<file path="src/rtl/prescaler_mc_pkg.sv">
// Shared definitions for the multi-channel prescaler: size limits, the
// channel output mode, and the channel-index width helper.
package prescaler_lib;

  localparam int MAX_CHANNELS      = 16;
  localparam int MAX_COUNTER_WIDTH = 32;

  typedef enum logic {
    PRESC_PULSE  = 1'b0,
    PRESC_TOGGLE = 1'b1
  } presc_mode_t;

  // A single channel still needs a one-bit index port.
  function automatic int ch_idx_width(input int n_ch);
    return (n_ch > 1) ? $clog2(n_ch) : 1;
  endfunction

endpackage

</file>
<file path="src/rtl/prescaler_mc_ch.sv">
// One prescaler channel: programmable down-counter producing a tick strobe,
// an optional 50% toggle wave and a busy flag.
module prescaler_ch
  import prescaler_lib::*;
#(
  parameter int CNT_W = 16
) (
  input  logic             clk,
  input  logic             rst_n,
  input  logic             wr,
  input  logic [CNT_W-1:0] div,
  input  presc_mode_t      mode,
  input  logic             en,
  input  logic             sync,
  output logic             tick,
  output logic             wave,
  output logic             busy
);

  logic [CNT_W-1:0] div_reg;
  logic [CNT_W-1:0] cnt;
  presc_mode_t      mode_reg;
  logic             terminal;
  logic             clear_wave;

  assign terminal   = (cnt == '0);
  // Switching a channel to PULSE drops its wave on the write edge itself.
  assign clear_wave = wr && (mode == PRESC_PULSE);

  always_ff @(posedge clk) begin
    if (!rst_n) begin
      div_reg  <= '0;
      mode_reg <= PRESC_PULSE;
      cnt      <= '0;
      tick     <= 1'b0;
      wave     <= 1'b0;
      busy     <= 1'b0;
    end else begin
      if (wr) begin
        div_reg  <= div;
        mode_reg <= mode;
      end
      if (sync) begin
        // Sync beats terminal count; a same-cycle write bypasses into the counter.
        cnt  <= wr ? div : div_reg;
        tick <= 1'b0;
        wave <= 1'b0;
        busy <= en;
      end else if (!en) begin
        cnt  <= div_reg;
        tick <= 1'b0;
        busy <= 1'b0;
        if (clear_wave) wave <= 1'b0;
      end else begin
        busy <= 1'b1;
        if (terminal) begin
          // Reload uses the old divider, so a write lands at the following reload.
          cnt  <= div_reg;
          tick <= 1'b1;
          wave <= ((mode_reg == PRESC_TOGGLE) && !clear_wave) ? ~wave : 1'b0;
        end else begin
          cnt  <= cnt - CNT_W'(1);
          tick <= 1'b0;
          if ((mode_reg == PRESC_PULSE) || clear_wave) wave <= 1'b0;
        end
      end
    end
  end

endmodule

</file>
<file path="src/rtl/prescaler_mc.sv">
// Multi-channel programmable clock-enable generator: decodes the config write
// to one channel and replicates prescaler_ch N_CH times.
module prescaler_mc
  import prescaler_lib::*;
#(
  parameter int N_CH     = 4,
  parameter int CNT_W    = 16,
  parameter int CH_IDX_W = ch_idx_width(N_CH)
) (
  input  logic                clk,
  input  logic                rst_n,
  input  logic                cfg_wr,
  input  logic [CH_IDX_W-1:0] cfg_ch,
  input  logic [CNT_W-1:0]    cfg_div,
  input  logic                cfg_mode,
  input  logic [N_CH-1:0]     ch_en,
  input  logic                sync,
  output logic [N_CH-1:0]     tick,
  output logic [N_CH-1:0]     wave,
  output logic [N_CH-1:0]     busy
);

  if ((N_CH < 1) || (N_CH > MAX_CHANNELS)) begin : g_bad_n_ch
    $error("prescaler_mc: N_CH out of range");
  end
  if ((CNT_W < 1) || (CNT_W > MAX_COUNTER_WIDTH)) begin : g_bad_cnt_w
    $error("prescaler_mc: CNT_W out of range");
  end

  // Indices at or beyond N_CH match no channel, so such writes are dropped.
  for (genvar i = 0; i < N_CH; i++) begin : g_ch
    logic wr;

    assign wr = cfg_wr && (cfg_ch == CH_IDX_W'(i));

    prescaler_ch #(
      .CNT_W(CNT_W)
    ) u_ch (
      .clk  (clk),
      .rst_n(rst_n),
      .wr   (wr),
      .div  (cfg_div),
      .mode (presc_mode_t'(cfg_mode)),
      .en   (ch_en[i]),
      .sync (sync),
      .tick (tick[i]),
      .wave (wave[i]),
      .busy (busy[i])
    );
  end

endmodule

</file>
<file path="config.mk">
export PLATFORM = sky130hd
export DESIGN_NAME = prescaler_mc
export DESIGN_NICKNAME = d
export VERILOG_FILES = /design/src/rtl/prescaler_mc_pkg.sv /design/src/rtl/prescaler_mc_ch.sv /design/src/rtl/prescaler_mc.sv
export SDC_FILE = /design/constraint.sdc
export NUM_CORES = 1
export LEC_CHECK = 0
export CAP_MARGIN = 20
export CORE_MARGIN = 5
export CORE_UTILIZATION = 40
export CTS_CLUSTER_DIAMETER = 120
export DETAILED_ROUTE_END_ITERATION = 8
export GPL_ROUTABILITY_DRIVEN = 0
export SLEW_MARGIN = 20
export SYNTH_ARGS = -nofsm -noshare
export SYNTH_HDL_FRONTEND = slang
export SYNTH_SLANG_ARGS = --single-unit
</file>
<file path="constraint.sdc">
create_clock -name clk -period 2.1 [get_ports clk]
set_clock_uncertainty 0.05 [all_clocks]
set_input_delay 0.21 -clock clk [delete_from_list [all_inputs] [get_ports clk]]
set_output_delay 0.21 -clock clk [all_outputs]
set_load 0.05 [all_outputs]
</file>
# After elaboration in Yosys (flattened, before gate mapping)
# Cells that the tools add are included.
[totals] in_bits=27 output_inout_bits=12 reg_bits=144
[classes] n_addsub=4 bitwise=14 n_mux=48 n_reduce_logical=38 n_eq_ne=7
[ops] op="two-way mux 16 bit" count=16
[ops] op="zero test 16 bit" count=4
[ops] op="subtractor 16 x 1 -> 16 bit (second input constant)" count=4
[ops] op="two-way mux 1 bit" count=32
[ops] op="inverter 1 bit" count=14
[ops] op="logical AND 1 bit" count=12
[ops] op="inequality test 3 x 1 -> 1 bit (second input constant)" count=4
[ops] op="OR reduction 3 bit" count=4
[ops] op="AND reduction 2 bit" count=4
[ops] op="nonzero test 2 bit" count=4
[ops] op="equality test 2 bit (second input constant)" count=2
[ops] op="zero test 1 bit" count=4
[ops] op="logical OR 1 bit" count=4
[ops] op="equality test 2 x 1 -> 1 bit (second input constant)" count=1
[ops] op="zero test 2 bit" count=1
[ops] op="OR reduction 2 bit" count=1

# Depth between registers and ports, before layout
# Gate-level depths: netlist of run 1.
[depth] ltp_word=8 ltp_mapped=8 depth_no_buf=7

# Cells and area by module
# A second synthesis of run 1 with hierarchy kept.
[hier_totals] hier_cells=738 hier_area_um2=6967.9
[by_module_without_submodules] mod="prescaler_ch at g_ch[0].u_ch ..." area_each_um2=1662.8 cells_per_inst=181 n_inst=2
[by_module_without_submodules] mod="prescaler_ch at g_ch[3].u_ch" area_each_um2=1804.2 cells_per_inst=186 n_inst=1
[by_module_without_submodules] mod="prescaler_ch at g_ch[2].u_ch" area_each_um2=1800.5 cells_per_inst=186 n_inst=1
[by_module_without_submodules] mod="prescaler_mc" area_each_um2=37.5 cells_per_inst=4 n_inst=1

# Worst setup path after synthesis of run 1
# OpenSTA, ideal clock, no wires.
[synth_path] path_type="flip-flop to flip-flop" from="register g_ch[1].u_ch.cnt[2]" to="register g_ch[1].u_ch.cnt[10]" setup_ns=0.116 arrival_ns=1.903 path_stages_with_launch=8 t_required_ns=1.934 synth_period_minus_slack_ns=2.068 slack_ns=0.032 n_path_buf=3 path_cell_list="dfxtp_1 or4_1 buf_2 nor4_4 a21oi_1 buf_2 buf_6 a31o_1"
[synth_between] elab_chain_cells=4 elab_cells_between_ends=5 classes_between="add/sub (1); mux (3); reduce/logical (1)"
[synth_rtl] item="start: declaration" line="prescaler_mc_ch.sv:21" rtl="logic [CNT_W-1:0] cnt;"
[synth_rtl] item="start signal: assignment" line="prescaler_mc_ch.sv:45" rtl="cnt <= wr ? div : div_reg;"
[synth_rtl] item="start signal: assignment" line="prescaler_mc_ch.sv:50" rtl="cnt <= div_reg;"
[synth_rtl] item="start signal: assignment" line="prescaler_mc_ch.sv:58" rtl="cnt <= div_reg;"
[synth_rtl] item="subtractor 16 x 1 -> 16 bit or zero test 16 bit (tied branches)" line="prescaler_mc_ch.sv:62, prescaler_mc_ch.sv:26"
[synth_rtl] item="two-way mux 16 bit (*)" line="prescaler_mc_ch.sv:56" rtl="if (terminal) begin"
[synth_rtl] item="two-way mux 16 bit (*)" line="prescaler_mc_ch.sv:49" rtl="end else if (!en) begin"
[synth_rtl] item="two-way mux 16 bit (*)" line="prescaler_mc_ch.sv:43" rtl="if (sync) begin"
# Every way passes the cells marked *; elsewhere a longest branch is shown, timed or not.
# A chain may end at the register's enable or synchronous reset.

# Worst setup path after layout of run 1
[layout_path] from="register g_ch[2].u_ch.cnt[2]" to="register g_ch[2].u_ch.cnt[8]"
[layout_between] elab_chain_cells=4 elab_cells_between_ends=5 classes_between="add/sub (1); mux (3); reduce/logical (1)"
[layout_rtl] item="start: declaration" line="prescaler_mc_ch.sv:21"
[layout_rtl] item="start signal: assignment" line="prescaler_mc_ch.sv:45"
[layout_rtl] item="start signal: assignment" line="prescaler_mc_ch.sv:50"
[layout_rtl] item="start signal: assignment" line="prescaler_mc_ch.sv:58"
[layout_rtl] item="subtractor 16 x 1 -> 16 bit or zero test 16 bit (tied branches)" line="prescaler_mc_ch.sv:62, prescaler_mc_ch.sv:26"
[layout_rtl] item="two-way mux 16 bit (*)" line="prescaler_mc_ch.sv:56"
[layout_rtl] item="two-way mux 16 bit (*)" line="prescaler_mc_ch.sv:49"
[layout_rtl] item="two-way mux 16 bit (*)" line="prescaler_mc_ch.sv:43"
# Marks and branches as above.

==> results of run 1 <==
layer usage:
metal	up-vias	global-route usage, %
met5	-	0
met4	0	4.79
met3	20	4.08
met2	128	32.6
met1	2838	27.2
li1	2971	-
worst reg2reg max path: cells and delay by family (launching register included):
| family | cells | cell delay (ns) |
|---|---|---|
| DFF | 1 | 0.31 |
| AOI/OAI and AO/OA | 1 | 0.25 |
| and+or+nand+nor | 2 | 0.96 |
| xor gates and xnor gates | 1 | 0.17 |
| buffers and inverters | 1 | 0.18 |
path summary, 6_finish.rpt:
path | depth (start not counted) | slack (ns) | to | start
worst max-delay path | 5 | 0.11 | g_ch[2].u_ch.cnt[8]$_SDFF_PN0_ | g_ch[2].u_ch.cnt[2]$_SDFF_PN0_
worst min-delay path | 2 | 0.41 | g_ch[2].u_ch.mode_reg$_SDFFE_PN0N_ | g_ch[2].u_ch.mode_reg$_SDFFE_PN0N_
worst max register to register | 5 | 0.11 | g_ch[2].u_ch.cnt[8]$_SDFF_PN0_ | g_ch[2].u_ch.cnt[2]$_SDFF_PN0_
worst min register to register | 2 | 0.41 | g_ch[2].u_ch.mode_reg$_SDFFE_PN0N_ | g_ch[2].u_ch.mode_reg$_SDFFE_PN0N_
through the flow:
stage	area, µm²	worst slack [ns]
floorplan	6900	0.0319
detailed placement	7820	0.0136
finish	8470	0.110
global placement	7820	0.0411
global route	8470	0.00919
CTS	8450	0.0369
area by class of cell:
cell class / count / area share, %
Clock buffer: 20 / 5.51
Clock inverter: 12 / 1.85
Inverter: 16 / 0.709
Multi-Input combinational cell: 584 / 43.3
Sequential cell: 144 / 34.1
Tap cell: 225 / 3.33
Timing Repair Buffer: 101 / 11.3
cell families after synthesis:
logic type | Yosys count | share of synthesized area [%]
DFF | 144 | 41.8
adders and majority gates | 8 | 1.45
muxes | 43 | 6.28
xor gates and xnor gates | 52 | 6.60
AOI/OAI and AO/OA | 147 | 14.8
buffers and inverters | 82 | 5.61
and+or+nand+nor | 334 | 23.4
what timing repair did:
action	4_1_cts	5_1_grt
hold buffers	0	0
setup endpoints to repair	1	25
resized for setup	1	4
layout by cell type, fill, tap and decap left out, drive strengths merged, types with 4 or more instances in the layout:
| cell | n |
|---|---|
| ha | 8 |
| or4 | 13 |
| a31oi | 9 |
| nand2 | 103 |
| nor3 | 34 |
| and2 | 4 |
| clkdlybuf4s50 | 38 |
| a21oi | 59 |
| o211ai | 4 |
| o221ai | 13 |
| inv | 17 |
| clkinv | 4 |
| a31o | 4 |
| o21ai | 8 |
| nor4b | 4 |
| nor4 | 15 |
| buf | 63 |
| xnor2 | 27 |
| nand4 | 10 |
| clkinvlp | 4 |
| o31ai | 4 |
| mux2i | 41 |
| clkbuf | 20 |
| dfxtp | 144 |
| nor2b | 5 |
| or2 | 4 |
| nand3 | 21 |
| a311oi | 15 |
| o22ai | 7 |
| o32ai | 6 |
| or3 | 7 |
| nor2 | 98 |
| xor2 | 25 |
where the power goes:
group | switching [µW] | leakage [µW] | internal (µW)
logic | 817 | 0.00183 | 668
registers | 116 | 0.00118 | 2880
clock network | 1210 | 0.000295 | 1970
total | 2150 | 0.00330 | 5510
==> out/results.ini, run 1 <==
[sta]
setup_viol=0
finalSetupTns_ns=0
layout_min_cycle_time_ns=1.99
fin_crit_sh_pct=94.8
hold_viol_final=0
maxSlewHeadroom_pct=61.5
rsz0062_at_grt=false
slew_violations=0
max_slew.worst_pin.slew_ns=0.576
hold_ws_ns=0.410
max_freq_mhz=502

[logic_synthesis]
ys_seq_area_share_pct=41.8
synthFlopType=dfxtp_1
async_reset_ff_share_pct=0
synth_cell_types=63
ys.warnings.count=0
synth_edf_count=0
syn_inst=810
synth_top_area_share_pct=41.8
syn_avg_cell_area_um2=8.51
ys_seq_elements=144
synthMostInstantiatedCell=dfxtp_1
netlist_top_cells_count=144 x dfxtp_1, 103 x nand2_1, 98 x nor2_1
synth_area_mm2=0.00690
synth_nets=845
yosys.area.top_type=dfxtp_1
synth_area_leaders=dfxtp_1 42%, mux2i_1 6.0%, nand2_1 5.6%

[detailed_routing]
wl_per_cell_um=17.5
wl_met2_um=9110
maxUsedRoutingLayer=met4
ant_nets=0
routed_wl_um=19300
via_per_inst=5.41
wl_met3_um=860
wl_met1_um=9070
first_iter_violations=415
dr.pass1.iters=5
num_vias=5957
route.detailed.drc=0

[finish]
final_nets=899
area_growth_pct=22.8
regArea_mm2=0.00288
drive_above_1_share_pct=13.9
multiInputGateArea_mm2=0.00366
stdcell_count=1102
diodes=0
fill_cells=1650
final_core_util_pct=49.5

[critical_path]
path_class=reg -> reg
critPathBufInv=1
crit_path_top_delay_cell=or4_4
arrival_ns=2.28
crit_chain=or4_4 -> buf_4 -> or4_1 -> xor2_1 -> a311oi_2
cp_data_required_time_ns=2.39
critical_path.top_delay_family=simple AND/OR/NAND/NOR gates
critPathLaunchType=flop
critPathMaxFanout=6
max_stage_delay_ns=0.55
worst_setup_path_end_kind=flop

[placement]
dp.final_hpwl_um=12800
dp.cells=1070
io_buffers=38

[pwr]
ir_worst_vdd_v=0.000615
total_power_uw=7660
p_leak_uw=0.00330
power_density_mw_per_mm2=905

[global_routing]
grt_pass1_vias=5754
track_usage_pct=20.0
grt_pass1_wl_um=31400
globalRouteOverflowTotal=0
grt_max_degree=54
antenna_found_initial=0

[outcome]
status=completed

[floorplan]
die-area_mm2=0.0200
core_area_mm2=0.0171
ios=39
placementRows=48
start_util_pct=40.3
die_h_um=141
die_w_um=141

[clocking]
cts_root_buffer=clkbuf_16
clk_latency_ns=0.42
tritoncts=done
clockBufferDepth=2
cts_made_buffers=17
post_cts_buffers=0
htreeDepth=4
clk_pin_slew_ns=0.06
cts.sinks=144

[run]
drv_cap=0

[worst_hold_path]
hold_class=reg -> reg

Power figures use the tool's default switching activity.
==> run 2, diff against run 1 <==
--- a/config.mk
+++ b/config.mk
@@ -5,8 +5,8 @@
 export SDC_FILE = /design/constraint.sdc
 export NUM_CORES = 1
 export LEC_CHECK = 0
+export ABC_CLOCK_PERIOD_IN_PS = 2100
 export CAP_MARGIN = 20
-export CORE_MARGIN = 5
 export CORE_UTILIZATION = 40
 export CTS_CLUSTER_DIAMETER = 120
 export DETAILED_ROUTE_END_ITERATION = 8
==> out/results.ini, run 2 (synthesized netlist as in run 1, its figures left out) <==
[global_routing]
grt_pass1_wl_um=31400
gr-usage-met3_pct=5.21
antenna_found_initial=0
grt-busiest-layer=met2
globalRouteOverflowTotal=0
grt_pass1_vias=6089
grt_max_degree=39
track_usage_pct=22.7
grt_util_met1_pct=29.1
met2_usage_pct=37.6

[sta]
maxSlewHeadroom_pct=63.0
setup_viol=0
max_slew.worst_pin.slew_ns=0.553
rsz0062_at_grt=true
max_freq_mhz=483
setup_ws_ns=0.0288
layout_min_cycle_time_ns=2.07
hold_ws_ns=0.410
slew_violations=0
hold_viol_final=0
fin_crit_sh_pct=98.6
finalSetupTns_ns=0

[clocking]
cts_made_buffers=17
cts_root_buffer=clkbuf_16
clk_latency_ns=0.42
clockBufferDepth=2
holdBufCountCts=0
htreeDepth=4
post_cts_buffers=0
cts.sinks=144
tritoncts=done
clk_pin_slew_ns=0.06

[critical_path]
path_class=reg -> reg
crit_path_top_delay_cell=or4_4
critPathMaxFanout=6
reg2reg_from=g_ch[2].u_ch.cnt[2]$_SDFF_PN0_
reg2reg_slack_ns=0.03
critical_path.top_delay_family=simple AND/OR/NAND/NOR gates
crit_chain=or4_4 -> buf_4 -> or4_1 -> xor2_1 -> a311oi_2
r2r_cells=5
critPathBufInv=1
cp_data_required_time_ns=2.38
critPathLaunchType=flop
arrival_ns=2.35
worst_setup_path_end_kind=flop
r2r-end=g_ch[2].u_ch.cnt[8]$_SDFF_PN0_
max_stage_delay_ns=0.56

[worst_hold_path]
holdCritStartpoint=g_ch[1].u_ch.mode_reg$_SDFFE_PN0N_
min_path_cells=2
min_to=g_ch[1].u_ch.mode_reg$_SDFFE_PN0N_
hold_class=reg -> reg

[finish]
final_cell_mix=144 x dfxtp_1, 103 x nand2_1, 97 x nor2_1
area_growth_pct=22.8
fill_cells=1596
layout_commonest_cell=dfxtp_1
final_nets=893
final_area_mm2=0.00847
drive_above_1_share_pct=13.5
diodes=0

[pwr]
ir_worst_vdd_v=0.000811
total_power_uw=7690
power_density_mw_per_mm2=907
p_leak_uw=0.00331

[floorplan]
start_util_pct=41.3
die_w_um=133
core_area_mm2=0.0167
die-area_mm2=0.0178
die_h_um=133
placementRows=47
ios=39

[detailed_routing]
num_vias=6165
wl_per_cell_um=18.1
first_iter_violations=381
dr.pass1.iters=7
ant_nets=0
route.detailed.drc=0
via_per_inst=5.65
routed_wl_um=19700

[placement]
place_area_mm2=0.00779
dp.final_hpwl_um=13100
io_buffers=38
pre_cts_slack_ns=-0.0298

[outcome]
status=completed

[run]
drv_cap=0

run 2: cell count changes in the layout (fill, tap and decap cells not counted), moves of 3 or more:
cell and change:
buf_4 -9, clkinv_2 +3, clkinvlp_4 -3, nor3_1 -3
nor3_2 +3
run 2: metrics by stage:
step	instances	util, %
2_1_floorplan	810	-
3_3_place_gp	1059	46.7
3_5_place_dp	1059	46.7
4_1_cts	1091	50.5
5_1_grt	1091	50.7
6_report	1091	50.7
run 2: area by class of cell:
type                       count  area, µm²  share of cell area, %
multi-input combinational    584       3690                   43.6
sequential                   144       2880                   34.0
timing repair buffer          95        937                   11.1
clock buffer                  22        494                   5.84
tap                          220        275                   3.25
clock inverter                10        131                   1.55
inverter                      16       60.1                  0.709
run 2: layer usage:
metal,up-vias,part of all wire (%)
li1,2964,-
met2,186,47
met3,28,5.7
met4,0,1.8
met5,-,0
met1,2987,46
run 2: how the worst max path moves through the flow:
stage / from / end / slack, ns / cells after the start
finish: g_ch[2].u_ch.cnt[2]$_SDFF_PN0_ / g_ch[2].u_ch.cnt[8]$_SDFF_PN0_ / 0.03 / 5
global route: g_ch[1].u_ch.cnt[3]$_SDFF_PN0_ / g_ch[1].u_ch.cnt[0]$_SDFF_PN0_ / -0.02 / 6
CTS: g_ch[2].u_ch.cnt[2]$_SDFF_PN0_ / g_ch[2].u_ch.cnt[8]$_SDFF_PN0_ / 0.001 / 5
detailed placement: g_ch[2].u_ch.cnt[2]$_SDFF_PN0_ / g_ch[2].u_ch.cnt[8]$_SDFF_PN0_ / -0.03 / 5
global placement: g_ch[2].u_ch.cnt[2]$_SDFF_PN0_ / g_ch[2].u_ch.cnt[7]$_SDFF_PN0_ / 0.02 / 6
floorplan: g_ch[1].u_ch.cnt[2]$_SDFF_PN0_ / g_ch[1].u_ch.cnt[10]$_SDFF_PN0_ / 0.03 / 7
run 2: power by group:
group | internal [µW] | switching [µW] | total, µW | leakage (µW)
logic | 662 | 840 | 1500 | 0.00182
clock network | 2020 | 1160 | 3180 | 0.000312
registers | 2880 | 124 | 3000 | 0.00118
run 2: repair_timing:
action	4_1_cts	5_1_grt
cloned	0	0
resized for setup	3	7
endpoints found under the setup margin	4	7
pin swaps	0	1
run 2: worst min-delay path, stage by stage (launching register included):
cell and delay, ns:
dfxtp_1 0.31, nand2_1 0.05, a21oi_1 0.05
==> run 3, diff against run 2 <==
--- a/config.mk
+++ b/config.mk
@@ -7,10 +7,11 @@
 export LEC_CHECK = 0
 export ABC_CLOCK_PERIOD_IN_PS = 2100
 export CAP_MARGIN = 20
-export CORE_UTILIZATION = 40
+export CORE_UTILIZATION = 53
 export CTS_CLUSTER_DIAMETER = 120
 export DETAILED_ROUTE_END_ITERATION = 8
 export GPL_ROUTABILITY_DRIVEN = 0
+export PLACE_DENSITY = 0.75
 export SLEW_MARGIN = 20
 export SYNTH_ARGS = -nofsm -noshare
 export SYNTH_HDL_FRONTEND = slang
==> out/results.ini, run 3 (synthesized netlist as in run 1, its figures left out) <==
[outcome]
status=completed

[clocking]
htreeDepth=4
cts_made_buffers=17
tritoncts=done
clk_latency_ns=0.43
clk_pin_slew_ns=0.06
clockBufferDepth=2
cts.sinks=144
cts_root_buffer=clkbuf_16

[sta]
fin_crit_sh_pct=97.4
maxSlewHeadroom_pct=64.7
max_freq_mhz=489
setup_viol=0
hold_viol_final=0
setup_ws_ns=0.0543
max_slew.worst_pin.slew_ns=0.528
slew_violations=0
hold_ws_ns=0.416
layout_min_cycle_time_ns=2.05
rsz0062_at_grt=true
finalSetupTns_ns=0

[critical_path]
worst_setup_path_end_kind=flop
critPathMaxFanout=29
path_class=reg -> reg
critPathLaunchType=flop
cp_data_required_time_ns=2.42
arrival_ns=2.37

[finish]
diodes=0
fill_cells=1007
layout_commonest_cell=dfxtp_1
area_growth_pct=20.2
multiInputGateArea_mm2=0.00370
regArea_mm2=0.00288
drive_above_1_share_pct=12.8
stdcell_count=1036
final_core_util_pct=65.4
final_nets=887
final_cell_mix=144 x dfxtp_1, 103 x nand2_1, 97 x nor2_1

[detailed_routing]
wl_per_cell_um=18.5
routed_wl_um=19100
num_vias=6260
first_iter_violations=617
ant_nets=0
via_per_inst=6.04
dr.pass1.iters=5
route.detailed.drc=0

[global_routing]
antenna_found_initial=0
track_usage_pct=30.3
grt_max_degree=60
grt-busiest-layer=met2
grt_pass1_wl_um=30700
met2_usage_pct=50.9
grt_pass1_vias=6035
globalRouteOverflowTotal=0
grt_util_met1_pct=37.2
gr-usage-met3_pct=7.74

[floorplan]
placementRows=41
die-area_mm2=0.0135
die_w_um=116
die_h_um=116
core_area_mm2=0.0127
ios=39
start_util_pct=54.4

[placement]
dp.cells=1004
io_buffers=38
pre_cts_slack_ns=-0.0429
dp.final_hpwl_um=12700

[run]
drv_cap=0

[pwr]
power_density_mw_per_mm2=872
ir_worst_vdd_v=0.000621
p_leak_uw=0.00324

[worst_hold_path]
hold_class=reg -> reg

run 3: worst paths after layout:
kind,endpoint,cells past startpoint,start,slack (ns)
setup / recovery,g_ch[2].u_ch.cnt[7]$_SDFF_PN0_,6,g_ch[2].u_ch.cnt[11]$_SDFF_PN0_,0.05
hold / removal,g_ch[3].u_ch.mode_reg$_SDFFE_PN0N_,2,g_ch[3].u_ch.mode_reg$_SDFFE_PN0N_,0.42
setup reg to reg,g_ch[2].u_ch.cnt[7]$_SDFF_PN0_,6,g_ch[2].u_ch.cnt[11]$_SDFF_PN0_,0.05
hold reg to reg,g_ch[3].u_ch.mode_reg$_SDFFE_PN0N_,2,g_ch[3].u_ch.mode_reg$_SDFFE_PN0N_,0.42
run 3: area by class of cell:
cell class	instances	share of cell area, %
tap	172	2.60
clock inverter	6	0.392
inverter	16	0.724
multi-input combinational	584	44.6
clock buffer	25	5.97
sequential	144	34.8
timing repair buffer	89	10.9
run 3: worst max-delay path, cell delays in order, from the launching register on:
cell     delay [ns]
dfxtp_1        0.34
or4_4          0.56
nor4_4         0.34
a21oi_2        0.12
buf_12         0.19
nor4b_4        0.26
a311o_1        0.13
run 3: power by group:
part / switching [µW] / internal [µW] / leakage [µW]
Sequential: 129 / 2880 / 0.00118
Combinational: 832 / 662 / 0.00180
Clock: 1110 / 1620 / 0.000263
Total: 2070 / 5160 / 0.00324
run 3: per-layer routing:
metal  vias to the layer above  wire, µm
met1                      3005      8060
li1                       2950         -
met4                         0       558
met5                         -         0
met3                        48      1250
met2                       257      9250
run 3: stage by stage:
stage | total power, µW | instance area [µm²]
after floorplan | 4000 | 6900
after global placement | 4440 | 7690
after detailed placement | 4490 | 7690
after CTS | 7190 | 8230
after global routing | 7530 | 8290
final | 7230 | 8290
run 3: what timing repair did:
action	4_1_cts	5_1_grt
setup buffers	0	1
pin swaps	0	3
setup endpoints to repair	4	16
gates resized for setup	3	11
hold buffers	0	0
